$ cat config.mk
export PLATFORM = sky130hd
export DESIGN_NAME = vga_timing_ctrl
export DESIGN_NICKNAME = d
export VERILOG_FILES = /design/src/rtl/vga_pkg.sv /design/src/rtl/vga_axis_timer.sv /design/src/rtl/vga_timing_ctrl.sv
export SDC_FILE = /design/constraint.sdc
export NUM_CORES = 1
export LEC_CHECK = 0
export BUFFER_PORTS_ARGS = -buffer_cell sky130_fd_sc_hd__buf_4
export CAP_MARGIN = 20
export CORE_MARGIN = 5
export CORE_UTILIZATION = 50
export DETAILED_ROUTE_END_ITERATION = 8
export GPL_ROUTABILITY_DRIVEN = 0
export PLACE_DENSITY = 0.76
export SETUP_SLACK_MARGIN = 0.5
export SLEW_MARGIN = 15
export SYNTH_ARGS = -nofsm -noshare
export SYNTH_HDL_FRONTEND = slang
export SYNTH_SLANG_ARGS = --single-unit
export TNS_END_PERCENT = 10
$ cat constraint.sdc
create_clock -name clk25 -period 2 [get_ports clk25]
set_input_delay 0.1 -clock clk25 [delete_from_list [all_inputs] [get_ports clk25]]
set_output_delay 0.1 -clock clk25 [all_outputs]
set_load 0.01 [all_outputs]
$ cat src/rtl/vga_pkg.sv
// Shared timing defaults and state encodings for the VGA timing generator.
package vga_pkg;

   localparam int DEF_H_ACTIVE = 640;
   localparam int DEF_H_FRONT  = 16;
   localparam int DEF_H_SYNC   = 96;
   localparam int DEF_H_BACK   = 48;
   localparam int DEF_V_ACTIVE = 480;
   localparam int DEF_V_FRONT  = 10;
   localparam int DEF_V_SYNC   = 2;
   localparam int DEF_V_BACK   = 33;

   typedef enum logic [1:0] {ACT, FP, SYNC, BP} axis_state_t;

   typedef enum logic {FETCH_IDLE, FETCH_WAIT} fetch_state_t;

endpackage

$ cat src/rtl/vga_axis_timer.sv
// One timing axis: position counter plus ACT/FP/SYNC/BP phase FSM, stepping when adv is high.
module vga_axis_timer
   import vga_pkg::*;
#(
   parameter int ACT_LEN   = DEF_H_ACTIVE,
   parameter int FRONT_LEN = DEF_H_FRONT,
   parameter int SYNC_LEN  = DEF_H_SYNC,
   parameter int BACK_LEN  = DEF_H_BACK
) (
   input  logic        clk,
   input  logic        rst,
   input  logic        adv,
   output logic        wrap,
   output logic [9:0]  next_count,
   output axis_state_t next_state
);

   localparam int TOTAL = ACT_LEN + FRONT_LEN + SYNC_LEN + BACK_LEN;
   localparam logic [9:0] LAST_ACT   = 10'(ACT_LEN - 1);
   localparam logic [9:0] LAST_FRONT = 10'(ACT_LEN + FRONT_LEN - 1);
   localparam logic [9:0] LAST_SYNC  = 10'(ACT_LEN + FRONT_LEN + SYNC_LEN - 1);
   localparam logic [9:0] LAST_POS   = 10'(TOTAL - 1);

   logic [9:0]  count;
   axis_state_t state;

   // Reset parks the axis on its last position so the first step lands on 0 in ACT.
   always_ff @(posedge clk) begin
      if (rst) begin
         count <= LAST_POS;
         state <= BP;
      end else begin
         count <= next_count;
         state <= next_state;
      end
   end

   always_comb begin
      next_count = count;
      next_state = state;
      if (adv) begin
         next_count = (count == LAST_POS) ? 10'd0 : count + 10'd1;
         case (state)
            ACT:     if (count == LAST_ACT)   next_state = FP;
            FP:      if (count == LAST_FRONT) next_state = SYNC;
            SYNC:    if (count == LAST_SYNC)  next_state = BP;
            BP:      if (count == LAST_POS)   next_state = ACT;
            default: next_state = BP;
         endcase
      end
   end

   assign wrap = adv && (count == LAST_POS);

endmodule

$ cat src/rtl/vga_timing_ctrl.sv
// VGA sync/position generator with an optional per-line fetch handshake.
// The fetch logic is built only when VGA_FETCH_EN is defined; otherwise its outputs are tied low.
module vga_timing_ctrl
   import vga_pkg::*;
#(
   parameter int H_ACTIVE = DEF_H_ACTIVE,
   parameter int H_FRONT  = DEF_H_FRONT,
   parameter int H_SYNC   = DEF_H_SYNC,
   parameter int H_BACK   = DEF_H_BACK,
   parameter int V_ACTIVE = DEF_V_ACTIVE,
   parameter int V_FRONT  = DEF_V_FRONT,
   parameter int V_SYNC   = DEF_V_SYNC,
   parameter int V_BACK   = DEF_V_BACK
) (
   input  logic       clk25,
   input  logic       rst,
   output logic       hsync,
   output logic       vsync,
   output logic       video_on,
   output logic [9:0] pixel_x,
   output logic [9:0] pixel_y,
   output logic       frame_start,
   output logic       fetch_req,
   output logic [9:0] fetch_line,
   input  logic       fetch_ack,
   output logic       fetch_err
);

   logic        h_wrap;
   logic        v_wrap_unused;
   logic [9:0]  h_next_count;
   logic [9:0]  v_next_count;
   axis_state_t h_next_state;
   axis_state_t v_next_state;

   vga_axis_timer #(
      .ACT_LEN   (H_ACTIVE),
      .FRONT_LEN (H_FRONT),
      .SYNC_LEN  (H_SYNC),
      .BACK_LEN  (H_BACK)
   ) h_timer (
      .clk        (clk25),
      .rst        (rst),
      .adv        (1'b1),
      .wrap       (h_wrap),
      .next_count (h_next_count),
      .next_state (h_next_state)
   );

   vga_axis_timer #(
      .ACT_LEN   (V_ACTIVE),
      .FRONT_LEN (V_FRONT),
      .SYNC_LEN  (V_SYNC),
      .BACK_LEN  (V_BACK)
   ) v_timer (
      .clk        (clk25),
      .rst        (rst),
      .adv        (h_wrap),
      .wrap       (v_wrap_unused),
      .next_count (v_next_count),
      .next_state (v_next_state)
   );

   // Outputs are registered from the timers' next values so they line up with the position.
   always_ff @(posedge clk25) begin
      if (rst) begin
         hsync       <= 1'b1;
         vsync       <= 1'b1;
         video_on    <= 1'b0;
         pixel_x     <= 10'd0;
         pixel_y     <= 10'd0;
         frame_start <= 1'b0;
      end else begin
         hsync       <= (h_next_state != SYNC);
         vsync       <= (v_next_state != SYNC);
         video_on    <= (h_next_state == ACT) && (v_next_state == ACT);
         pixel_x     <= h_next_count;
         pixel_y     <= v_next_count;
         frame_start <= (h_next_count == 10'd0) && (v_next_count == 10'd0);
      end
   end

`ifdef VGA_FETCH_EN
   localparam int H_TOTAL = H_ACTIVE + H_FRONT + H_SYNC + H_BACK;
   localparam int V_TOTAL = V_ACTIVE + V_FRONT + V_SYNC + V_BACK;
   localparam logic [9:0] FETCH_X = 10'(H_ACTIVE);
   localparam logic [9:0] H_LAST  = 10'(H_TOTAL - 1);
   localparam logic [9:0] V_LAST  = 10'(V_TOTAL - 1);
   localparam logic [9:0] V_LIMIT = 10'(V_ACTIVE);

   fetch_state_t fetch_state;
   fetch_state_t fetch_state_next;
   logic [9:0]   fetch_line_next;
   logic         fetch_err_next;
   logic [9:0]   upcoming_line;

   assign upcoming_line = (v_next_count == V_LAST) ? 10'd0 : v_next_count + 10'd1;

   always_ff @(posedge clk25) begin
      if (rst) begin
         fetch_state <= FETCH_IDLE;
         fetch_line  <= 10'd0;
         fetch_err   <= 1'b0;
      end else begin
         fetch_state <= fetch_state_next;
         fetch_line  <= fetch_line_next;
         fetch_err   <= fetch_err_next;
      end
   end

   // A request that is still unanswered on the last pixel of its line is abandoned and flagged.
   always_comb begin
      fetch_state_next = fetch_state;
      fetch_line_next  = fetch_line;
      fetch_err_next   = fetch_err;
      case (fetch_state)
         FETCH_IDLE: begin
            if ((h_next_count == FETCH_X) && (upcoming_line < V_LIMIT)) begin
               fetch_state_next = FETCH_WAIT;
               fetch_line_next  = upcoming_line;
            end
         end
         FETCH_WAIT: begin
            if (fetch_ack) begin
               fetch_state_next = FETCH_IDLE;
            end else if (pixel_x == H_LAST) begin
               fetch_state_next = FETCH_IDLE;
               fetch_err_next   = 1'b1;
            end
         end
         default: fetch_state_next = FETCH_IDLE;
      endcase
   end

   assign fetch_req = (fetch_state == FETCH_WAIT);
`else
   logic fetch_ack_unused;

   assign fetch_ack_unused = fetch_ack;
   assign fetch_req        = 1'b0;
   assign fetch_line       = 10'd0;
   assign fetch_err        = 1'b0;
`endif

endmodule

### Word-level counts from Yosys, hierarchy flattened

Cells that the tools add are included.

* memories kept: 0
* bits in writable memories: 0
* memory bits (read-only): 0
* flip-flop bits (word level): 48
* bits in latches: 0

* $lt $le $gt $ge: 0
* reduce and logical (&&, ||, !) cells: 8
* div/mod/pow operators: 0
* equal/unequal tests: 16
* add/sub/neg operators: 2
* multiply operators: 0
* bitwise logic cells: 0
* muxes and demuxes: 14
* shift-type cells: 0

Operators by type and width (count)
* 10-bit == test, second input constant: 5
* 10-bit by 9-bit == test with 1-bit output, second input constant: 3
* 10-bit two-way mux: 3
* 10-bit by 1-bit adder with 10-bit output, second input constant: 2
* 10-bit logical NOT: 2
* 2-bit two-way mux: 9
* 2-bit case mux with 4 select lines: 2
* 2-bit == test, second input constant: 4
* 2-bit logical NOT: 4
* 2-bit by 1-bit == test with 1-bit output, second input constant: 2
* 2-bit != test, second input constant: 2
* 1-bit logical AND: 2

### Longest topological paths before layout

Gate-level depths: netlist of the first run.

* depth in word-level cells: 6
* mapped depth: 8
* gate-level depth less buffers: 7

### Modules after synthesis

From an unflattened synthesis of the first run, not the netlist that was laid out.

* cell total of the unflattened synthesis: 239
* area, all modules: 2203.4 um2

By module, submodules not included
* vga_timing_ctrl: seq. area each 480.5 um2, times used 1, cells each 72, area each 790.8 um2
* vga_axis_timer at h_timer: seq. area each 240.2 um2, times used 1, cells each 84, area each 721.9 um2
* vga_axis_timer at v_timer: seq. area each 240.2 um2, times used 1, cells each 83, area each 690.7 um2

### Worst setup path after synthesis of the first run

Ideal clock, no wire load.

* path kind: register to register
* start: register v_timer.count[0]
* end: register frame_start
* clock period less this slack: 2.027 ns
* library setup time: 0.103 ns
* slack: -0.027 ns
* arrival time: 1.923 ns
* stages on the path, launching flop included: 8
* cells stage by stage: dfxtp_1 > ha_1 > buf_4 > nand4_1 > o21a_1 > a2111o_1 > a211o_1 > a2111oi_2

* word-level cells in the longest chain between the ends: 5
* elaborated cells between the ends (all ways): 6

Ends and longest elaborated chain
* start: declaration: line vga_axis_timer.sv:24 `logic [9:0] count;`
* start signal: assignment: line vga_axis_timer.sv:33 `count <= next_count;`
* 10-bit by 1-bit adder with 10-bit output or 10-bit == test (tied branches): line vga_axis_timer.sv:42 `next_count = (count == LAST_POS) ? 10'd0 : count + 10'd1;`
* 10-bit two-way mux: line vga_axis_timer.sv:42
* 10-bit two-way mux *: line vga_axis_timer.sv:41 `if (adv) begin`
* 10-bit logical NOT *: line vga_timing_ctrl.sv:79 `frame_start <= (h_next_count == 10'd0) && (v_next_count == 10'd0);`
* 1-bit logical AND *: line vga_timing_ctrl.sv:79
* end signal: assignment: line vga_timing_ctrl.sv:79
* end: declaration: line vga_timing_ctrl.sv:22 `output logic frame_start,`

Every way passes the cells marked *; elsewhere a longest branch is shown, timed or not.
A chain may end at the register's enable or synchronous reset.

### Final worst setup path of the first run

* start: register h_timer.count[1]
* end: register video_on

* word-level cells in the longest chain between the ends: 5
* elaborated cells between the ends (all ways): 13

Ends and longest elaborated chain
* start: declaration: line vga_axis_timer.sv:24
* start signal: assignment: line vga_axis_timer.sv:33
* 10-bit == test (on tied branches)
* 2-bit two-way mux (on tied branches)
* 2-bit case mux with 4 select lines: line vga_axis_timer.sv:43 `case (state)`
* 2-bit logical NOT: line vga_timing_ctrl.sv:76 `video_on <= (h_next_state == ACT) && (v_next_state == ACT);`
* 1-bit logical AND *: line vga_timing_ctrl.sv:76
* end signal: assignment: line vga_timing_ctrl.sv:76
* end: declaration: line vga_timing_ctrl.sv:19 `output logic video_on,`

Marks and branches as above.

==> results.md, run 1 <==
* Clk Latency, worst-skew pair at 0.30 ns
* Rows at 24
* WHS Path Cells at 2
* Via count at 1989
* WHS at 0.180 ns
* Largest area contributor in the netlist: dfxtp_1
* Pwr dens at 1520 mW/mm^2
* Sequential area share after synthesis at 35.0%
* Initial Util at 50.6%
* Clock buffer count from CTS at 5
* DR vias/cell at 5.85
* Mapped Area at 0.00217 sq mm
* Cell Area, Placed at 0.00241 sq mm
* Fin crit share at 95.4%
* Setup_tns at 0 ns
* Flops & latches, synth at 38
* CTS tree: built
* Synth-to-Final Area Change at 27.2%
* Post-Synth Adder-Cell Area at 2.30%
* Async SR Flop Fraction at 0%
* Commonest non-fill, non-tap cell in the layout: buf_4
* Mux contribution to synthesized area at 0%
* Total iterations of the first detailed-routing run at 4
* Vert. Die Dim at 75.9 microns
* Crit path kind: register to register
* XOR/XNOR share of the synthesized area at 4.43%
* Reg area at 790 sq um
* Non-Filler Instances at 340
* Die Wd at 75.9 microns
* Max-Cap Viols at 0
* Initial antenna violation count at 0
* Minimum clock period at 1.91 ns
* Syn Inst Count at 254
* Crit path DAT at 2.09 ns
* Max Slew Vio Count at 0
* Max Fanout on Critical Path at 4
* DRT iter0 DRCs at 212
* Multi-input logic area at 0.00134 sq mm
* Hold Fails Final Rpt at 0
* FF-to-FF path depth at 7
* Endpoints failing setup at 0
* Worst EP required at 2.19 ns
* Synth Area in Simple Gates at 28.1%
* Most frequent cells in the layout: 55 x buf_4, 23 x dfxtp_1, 19 x nor2_1
* Final Skew at 0.00557 ns
* Status: finished clean
* Routed Antenna Nets at 0
* Largest net degree at the start of global routing at 37
* Max Fclk at 0.524 GHz
* Syn_area_per_cell at 8.56 sq um
* Layout cell share with drive strength beyond 1 at 40.6%
* CTS root buffer: clkbuf_8
* Port-buffer cells at 25
* I/O pins at 39
* Clk slew on worst S/H paths at 0.08 ns
* Total routed wirelength at 5280 microns
* Final net count at 294
* Die area at 0.00577 sq mm
* CP endpoint kind: register
* Clock tree buffer depth at 2
* Global Route Usage Sum at 16.7%
* Most used DFF post-synth: dfxtp_1
* Fillers at 329
* Inserted Diodes at 0
* First-pass GRT wire length at 8120 microns
* Post-synth EDFFs at 0
* Gr ovfl total at 0
* YS warnings at 0
* Synth cell types at 57
* Main combinational cell family by area after synthesis: simple AND/OR/NAND/NOR gates
* Type of origin of the critical path: register
* Core area at 0.00429 sq mm
* Synth top area cells: dfxtp_1 35%, buf_4 8.6%, nor2_1 3.5%, buf_2 3.0%, xnor2_1 2.8%
* Placed cell count at 322
* Lkg Pwr at 1.09 nW
* RSZ-0062 raised after global routing: true
* Compound-gate portion of the synthesized area at 16.5%
* Path category of the worst min-delay check: primary input to register
* DRC at 0
* TritonCTS Sinks at 38
* Vias in the first global route at 1765
* Synth top area share at 35.0%
* Drt wl/cell at 15.5 microns
* DPL Wire Length at 3470 microns
* Peak VDD IR at 0.519 mV
* H-tree levels at 2
* Layout Cell Area excl Fill at 0.00277 sq mm
[stage by stage]
step	utilization (%)	setup WS [ns]	power (mW)
2_1_floorplan	-	0.151	2.48
3_3_place_gp	56.2	0.0699	3.03
3_5_place_dp	56.2	-0.0499	3.08
4_1_cts	60.8	0.0982	3.91
5_1_grt	64.4	0.0479	4.44
6_report	64.4	0.0923	4.20
[cells in the mapped netlist (all sizes together), types with 3 or more instances]
| master | instances |
|---|---|
| a211o | 3 |
| a21oi | 12 |
| and3 | 5 |
| buf | 38 |
| clkbuf | 5 |
| dfxtp | 38 |
| ha | 4 |
| inv | 6 |
| nand2 | 10 |
| nand2b | 7 |
| nand3 | 9 |
| nand3b | 5 |
| nand4 | 7 |
| nor2 | 20 |
| nor2b | 3 |
| nor3 | 9 |
| nor3b | 3 |
| nor4 | 6 |
| nor4b | 3 |
| o21a | 4 |
| o21ai | 7 |
| o21bai | 3 |
| or2 | 3 |
| or3 | 3 |
| xnor2 | 7 |
| xor2 | 4 |
[metal layers]
metal | track usage [%] | share of wire, %
met1 | 21.0 | 44
met2 | 26.2 | 49
met3 | 5.09 | 5.9
met4 | 7.12 | 1.5
met5 | 0 | 0
[what timing repair did]
action                                 in CTS  in global routing
endpoints found under the hold margin       0                  0
setup endpoints to repair                  31                 27
gates resized for setup                    23                 25
gates cloned                                0                  0
setup buffers                               6                  4
pin swaps                                   9                 12
hold buffers                                0                  0
[power by group]
| part | total [mW] | switching, mW | internal (mW) |
|---|---|---|---|
| clock network | 0.560 | 0.282 | 0.278 |
| registers | 1.29 | 0.259 | 1.03 |
| logic | 2.35 | 1.13 | 1.22 |
[cell families after synthesis]
logic type	Yosys count
flops	38
fa+ha+maj	4
xor+xnor	11
compound gates	50
simple gates	101
buf+inv	49
other cells	1
[worst max-delay path, cell delays in order, from the launching register on]
cell      delay (ns)
dfxtp_4         0.36
ha_4            0.14
buf_6           0.11
nand4_1         0.18
buf_4           0.21
nor4_1          0.39
o22ai_1         0.20
nor4bb_2        0.21
[sequential cells by signal, summed over array words and instances (netlist names)]
register       count
pixel_y            3
pixel_x            7
h_timer.count     10
h_timer.state      2
video_on           1
vsync              1
frame_start        1
hsync              1
v_timer.count     10
v_timer.state      2
[path summary, 6_finish.rpt]
| kind | start | endpoint | slack [ns] |
|---|---|---|---|
| setup / recovery | h_timer.count[1] | video_on | 0.09 |
| hold / removal | rst | pixel_x[4] | 0.18 |
| setup reg to reg | h_timer.count[1] | video_on | 0.09 |
| hold reg to reg | v_timer.count[7] | v_timer.count[7] | 0.55 |
[final cells by class]
| cell class | instances | area share [%] |
|---|---|---|
| Timing Repair Buffer | 58 | 16.2 |
| Inverter | 6 | 0.995 |
| Sequential cell | 38 | 28.6 |
| Multi-Input combinational cell | 178 | 48.6 |
| Clock inverter | 2 | 0.407 |
| Clock buffer | 6 | 2.99 |
| Tap cell | 52 | 2.35 |
Note: power is estimated with default switching activity, not from simulation.
==> run 2: changes to the inputs <==
PLACE_DENSITY = 0.75   (was 0.76)
SYNTH_HIERARCHICAL = 1   (was unset)
==> run 2 against run 1 <==
Net effect:
- the run now ends with setup timing left
- area after synthesis up 1.4%
- clock skew rose by 0.0058 ns
- count of clock-buffer cells in the layout decreased by 1
- worst hold slack improved by 0.042 ns
- fmax shrank 15%
- sequential share of layout area is 3.1 points higher
- register-to-register slack worse by 0.34 ns
- utilization increased by 6.2 points
- sequential power shrank 12%
- combinational power decreased by 59%
- design area is 10% higher
- clock power is 44% higher
- critical path type unchanged
- largest cell class unchanged
- highest routed layer unchanged
==> results.md, run 2 <==
* I/O pins at 39
* Type of origin of the critical path: register
* Rows at 24
* Sequential power share at 39.1%
* Max Fclk at 0.444 GHz
* Gr ovfl total at 0
* Flops & latches, synth at 48
* Via count at 1930
* Total iterations of the first detailed-routing run at 5
* Final Skew at 0.0114 ns
* Crit. Startpoint: h_timer/count[0]
* Crit path kind: register to register
* Crit path buf inv count at 3
* Synth-to-Final Area Change at 38.6%
* CTS root buffer: clkbuf_8
* Path category of the worst min-delay check: primary input to register
* DR vias/cell at 5.38
* Setup_tns at -0.746 ns
* Fin crit share at 113%
* Synth cell count leaders: 48 x dfxtp_1, 20 x nor2b_1, 16 x nand2_1
* Failing checks: setup timing
* Hold Fails Final Rpt at 0
* Endpoints failing setup at 7
* DPL Wire Length at 3430 microns
* Synth top area share at 43.6%
* Max incr delay on CP at 0.36 ns
* Post-synth EDFFs at 0
* Final net count at 314
* Worst Hold Launch: rst
* Clk Latency, worst-skew pair at 0.30 ns
* Inserted Diodes at 0
* Synth Area in Simple Gates at 31.8%
* YS warnings at 6
* Most used DFF post-synth: dfxtp_1
* Clock buffer count from CTS at 5
* Compound-gate portion of the synthesized area at 7.38%
* Internal power at 2.03 mW
* Vert. Die Dim at 76.4 microns
* Crit path DAT at 2.46 ns
* Syn_area_per_cell at 9.22 sq um
* Minimum clock period at 2.25 ns
* Placed cell count at 348
* Clk slew on worst S/H paths at 0.08 ns
* Pwr dens at 949 mW/mm^2
* Crit-path slowest cell: dfxtp_2
* Drt wl/cell at 15.1 microns
* Worst r2r src: h_timer/count[0]
* DRC at 0
* Max Fanout on Critical Path at 6
* Mux contribution to synthesized area at 0%
* Clock tree buffer depth at 2
* Clock network power share at 27.7%
* Net Sw Power at 0.863 mW
* H-tree levels at 2
* Port-buffer cells at 25
* Die Wd at 76.4 microns
* Max-Cap Viols at 0
* Routed Antenna Nets at 0
* First-pass GRT wire length at 8640 microns
* Total routed wirelength at 5410 microns
* DRT iter0 DRCs at 211
* Main combinational cell family by area after synthesis: simple AND/OR/NAND/NOR gates
* Setup WS post-layout at -0.250 ns
* Final Util at 70.6%
* Global Route Usage Sum at 18.1%
* Initial Util at 51.0%
* Worst EP required at 2.21 ns
* Async SR Flop Fraction at 0%
* Sequential area share after synthesis at 43.6%
* CP endpoint kind: register
* Commonest non-fill, non-tap cell in the layout: buf_4
* Peak VDD IR at 0.430 mV
* Most frequent cells in the layout: 64 x buf_4, 44 x dfxtp_1, 17 x nor2b_1
* XOR/XNOR share of the synthesized area at 6.36%
* Gate power share at 33.2%
* Non-Filler Instances at 359
* RSZ-0062 raised after global routing: true
* Die area at 0.00583 sq mm
* TritonCTS Sinks at 48
* Max Slew Vio Count at 0
* Synth top area cells: dfxtp_1 44%, nor2b_1 5.7%, buf_4 4.1%, xnor2_1 3.6%, nor3_1 3.0%
* Critical path, cell by cell: ha_4, nand4b_1, nor4_2, buf_4, buf_4, buf_6, nand2b_1, o21ai_0, nor4_1, nand4_1, nor4_2
* Kind of cell adding the most delay to the critical path: simple AND/OR/NAND/NOR gates
* Lkg Pwr at 1.31 nW
* Synth cell types at 52
* Largest area contributor in the netlist: dfxtp_1
* Largest net degree at the start of global routing at 39
* Core area at 0.00432 sq mm
* Count leader, synth: dfxtp_1
* Syn Inst Count at 239
* Status: complete, but fails checks
* Switch share at 29.8%
* CTS tree: built
* Initial antenna violation count at 0
* Post-Synth Adder-Cell Area at 2.27%
* Mapped Area at 0.00220 sq mm
* Vias in the first global route at 1842
* Layout cell share with drive strength beyond 1 at 41.4%
run 2: cell count changes in the layout (fill, tap and decap cells not counted), moves of 5 or more:
cell | before | now
dfxtp_1 | 23 | 44
nor2b_1 | 3 | 17
buf_4 | 55 | 64
a21oi_1 | 10 | 2
dfxtp_2 | 11 | 4
nor2_1 | 19 | 12
inv_1 | 4 | 10
and2_1 | 0 | 5
nand2_1 | 10 | 15
nand2b_1 | 6 | 1
nor3_2 | 0 | 5
run 2: cell families after synthesis:
kind of cell,Yosys count
buffers and inverters,30
AO/OA/AOI/OAI,23
AND/OR/NAND/NOR,116
XOR/XNOR,16
adder cells (fa/ha/maj),4
other,2
flip-flops,48
run 2: power by group through the flow:
stage	Clock, mW	Combinational [mW]	Sequential, mW
floorplan	0	0.440	1.18
global route	0.866	1.03	1.15
global placement	0	0.774	1.14
detailed placement	0	0.780	1.15
CTS	0.822	0.905	1.13
finish	0.804	0.962	1.13
run 2: stage by stage:
stage / power (mW) / setup WS, ns / hold slack (ns) / area, sq um
after floorplan: 1.62 / -0.144 / 0.172 / 2280
after global placement: 1.92 / -0.114 / 0.491 / 2690
after detailed placement: 1.93 / -0.198 / 0.490 / 2690
after CTS: 2.86 / -0.169 / 0.212 / 2980
after global routing: 3.05 / -0.394 / 0.227 / 3050
final: 2.90 / -0.250 / 0.221 / 3050
run 2: layer usage:
metal,vias to the layer above,global-route usage (%),wire length [microns]
met5,-,0,0
met1,893,22.9,2290
li1,925,-,-
met3,19,4.61,425
met4,0,7.34,119
met2,93,29.2,2570
run 2: area by class of cell:
type / instances / area [sq um]
multi-input cells: 172 / 1310
fillers: 303 / 1270
flip-flops and latches: 48 / 966
repair buffers: 69 / 537
clock buffers: 5 / 68.8
well taps: 52 / 65.1
clock inverters: 2 / 60.1
inverters: 11 / 46.3
run 2: worst paths after layout:
check             slack, ns                to  depth (start not counted)
setup / recovery      -0.25       frame_start                         11
hold / removal         0.22        pixel_y[6]                          2
setup reg to reg      -0.25       frame_start                         11
hold reg to reg        0.57  v_timer/state[1]                          1
run 2: repair_timing:
action / 4_1_cts / 5_1_grt
pin swaps: 20 / 11
buffers inserted: 4 / 0
gates resized for setup: 30 / 16
hold buffers: 0 / 0
endpoints found under the setup margin: 42 / 44
hold endpoints to repair: 0 / 0
==> run 3: changes to the inputs <==
SKIP_CTS_REPAIR_TIMING = 1   (was unset)
==> run 3 against run 2 <==
Net effect:
- the run still ends with setup timing left
- sequential power is essentially flat
- global-route usage decreased by 1.2 points
- fmax fell by 1.6%
- flip-flop and latch count is the same
- worst hold slack worse by 0.017 ns
- clock power barely moved
- non-clock buffer count increased by 1
- first-iteration DRC count decreased by 38%
- setup slack got worse by 0.036 ns
- sequential share of layout area rose by 0.57 points
- largest power group unchanged
==> results.md, run 3 (synthesis results as in run 2) <==
* Gr ovfl total at 0
* Commonest non-fill, non-tap cell in the layout: buf_4
* Type of origin of the critical path: register
* Max-Cap Viols at 0
* Hold Fails Final Rpt at 0
* Worst EP required at 2.21 ns
* Clk Latency, worst-skew pair at 0.30 ns
* Die Wd at 76.4 microns
* Worst r2r src: h_timer/count[0]
* Drt wl/cell at 14.7 microns
* Layout Cell Area excl Fill at 0.00300 sq mm
* Fillers at 319
* Endpoints failing setup at 9
* CP endpoint kind: register
* Fin crit share at 114%
* Most frequent cells in the layout: 67 x buf_4, 44 x dfxtp_1, 19 x nor2b_1
* Setup WS post-layout at -0.287 ns
* Max Fclk at 0.437 GHz
* Total routed wirelength at 5310 microns
* Path category of the worst min-delay check: primary input to register
* RR Endpoint: frame_start
* Routed Antenna Nets at 0
* Die area at 0.00583 sq mm
* Pwr dens at 951 mW/mm^2
* CTS root buffer: clkbuf_8
* Crit path DAT at 2.50 ns
* H-tree levels at 2
* Worst Hold Launch: rst
* Final net count at 315
* Failing checks: setup timing
* Vias in the first global route at 1731
* Clock buffer count from CTS at 5
* Place WS at -0.198 ns
* Vert. Die Dim at 76.4 microns
* RSZ-0062 raised after global routing: true
* Global Route Usage Sum at 16.9%
* Rows at 24
* Critical path, cell by cell: ha_4, nand4b_1, nor4_2, buf_4, and2_1, nand2_1, xor2_1, nor2_1, nor4_1, nand4_1, nor4_2
* I/O pins at 39
* DPL Wire Length at 3430 microns
* Tot Pwr at 2.85 mW
* Max incr delay on CP at 0.36 ns
* Max Slew Vio Count at 0
* FF-to-FF path depth at 11
* Final Util at 69.4%
* Layout cell share with drive strength beyond 1 at 40.3%
* Crit. Startpoint: h_timer/count[0]
* Inserted Diodes at 0
* Lkg Pwr at 1.31 nW
* Peak VDD IR at 0.430 mV
* Final Skew at 0.0101 ns
* Total iterations of the first detailed-routing run at 5
* Largest net degree at the start of global routing at 39
* WHS Endpoint: pixel_y[9]
* DRT iter0 DRCs at 130
* TritonCTS Sinks at 48
* Port-buffer cells at 25
* Status: complete, but fails checks
* Crit-path slowest cell: dfxtp_2
* Synth-to-Final Area Change at 36.1%
* Crit path kind: register to register
* Most frequent CP cell: nor4_2
* Via count at 1900
* First-pass GRT wire length at 8110 microns
* Initial antenna violation count at 0
* Clk slew on worst S/H paths at 0.09 ns
* Cell Area, Placed at 0.00269 sq mm
* Setup_tns at -1.02 ns
* Core area at 0.00432 sq mm
* DR vias/cell at 5.28
* WHS Path Cells at 2
* Minimum clock period at 2.29 ns
* DRC at 0
* Initial Util at 51.0%
* R2r setup slk at -0.29 ns
* Clock tree buffer depth at 2
* Max Fanout on Critical Path at 5
* CTS tree: built
==> run 3: changes by cell type in the layout (fill, tap and decap cells not counted), sizes merged <==
cell,change
buf,+1
==> run 3: stage by stage <==
stage	hold WS, ns	cells
2_1_floorplan	0.172	250
3_3_place_gp	0.491	348
3_5_place_dp	0.490	348
4_1_cts	0.200	355
5_1_grt	0.216	360
6_report	0.204	360
==> run 3: power breakdown <==
part	switching (mW)	internal (mW)	leakage (nW)
clock	0.314	0.492	0.0642
sequential	0.0663	1.07	0.393
combinational	0.458	0.456	0.856
==> run 3: worst max-delay path: cells and delay by family (launching register included) <==
family | cells | cell delay, ns
buffers and inverters | 1 | 0.19
flip-flops | 1 | 0.36
AND/OR/NAND/NOR | 8 | 1.34
adder cells (fa/ha/maj) | 1 | 0.13
XOR/XNOR | 1 | 0.19
==> run 3: layer usage <==
| layer | vias up | GRT usage, % | routed length [microns] |
|---|---|---|---|
| met3 | 12 | 4.26 | 409 |
| met4 | 0 | 5.94 | 81 |
| met1 | 875 | 22.3 | 2270 |
| met2 | 83 | 26.7 | 2550 |
| met5 | - | 0 | 0 |
| li1 | 930 | - | - |
==> run 3: worst max path at each step <==
stage                     slack (ns)  cells past startpoint           to
final                          -0.29                     11  frame_start
after global routing           -0.36                     11  frame_start
after CTS                      -0.23                     10  frame_start
after detailed placement       -0.20                     10  frame_start
after global placement         -0.11                     10  frame_start
after floorplan                -0.14                     11  frame_start
==> run 3: layout make-up <==
cell class | instances | area, sq um | share of cell area [%]
Clock inverter | 2 | 60.1 | 2.00
Inverter | 11 | 46.3 | 1.54
Clock buffer | 5 | 68.8 | 2.29
Tap cell | 52 | 65.1 | 2.17
Timing Repair Buffer | 70 | 537 | 17.9
Multi-Input combinational cell | 172 | 1260 | 41.9
Sequential cell | 48 | 966 | 32.2
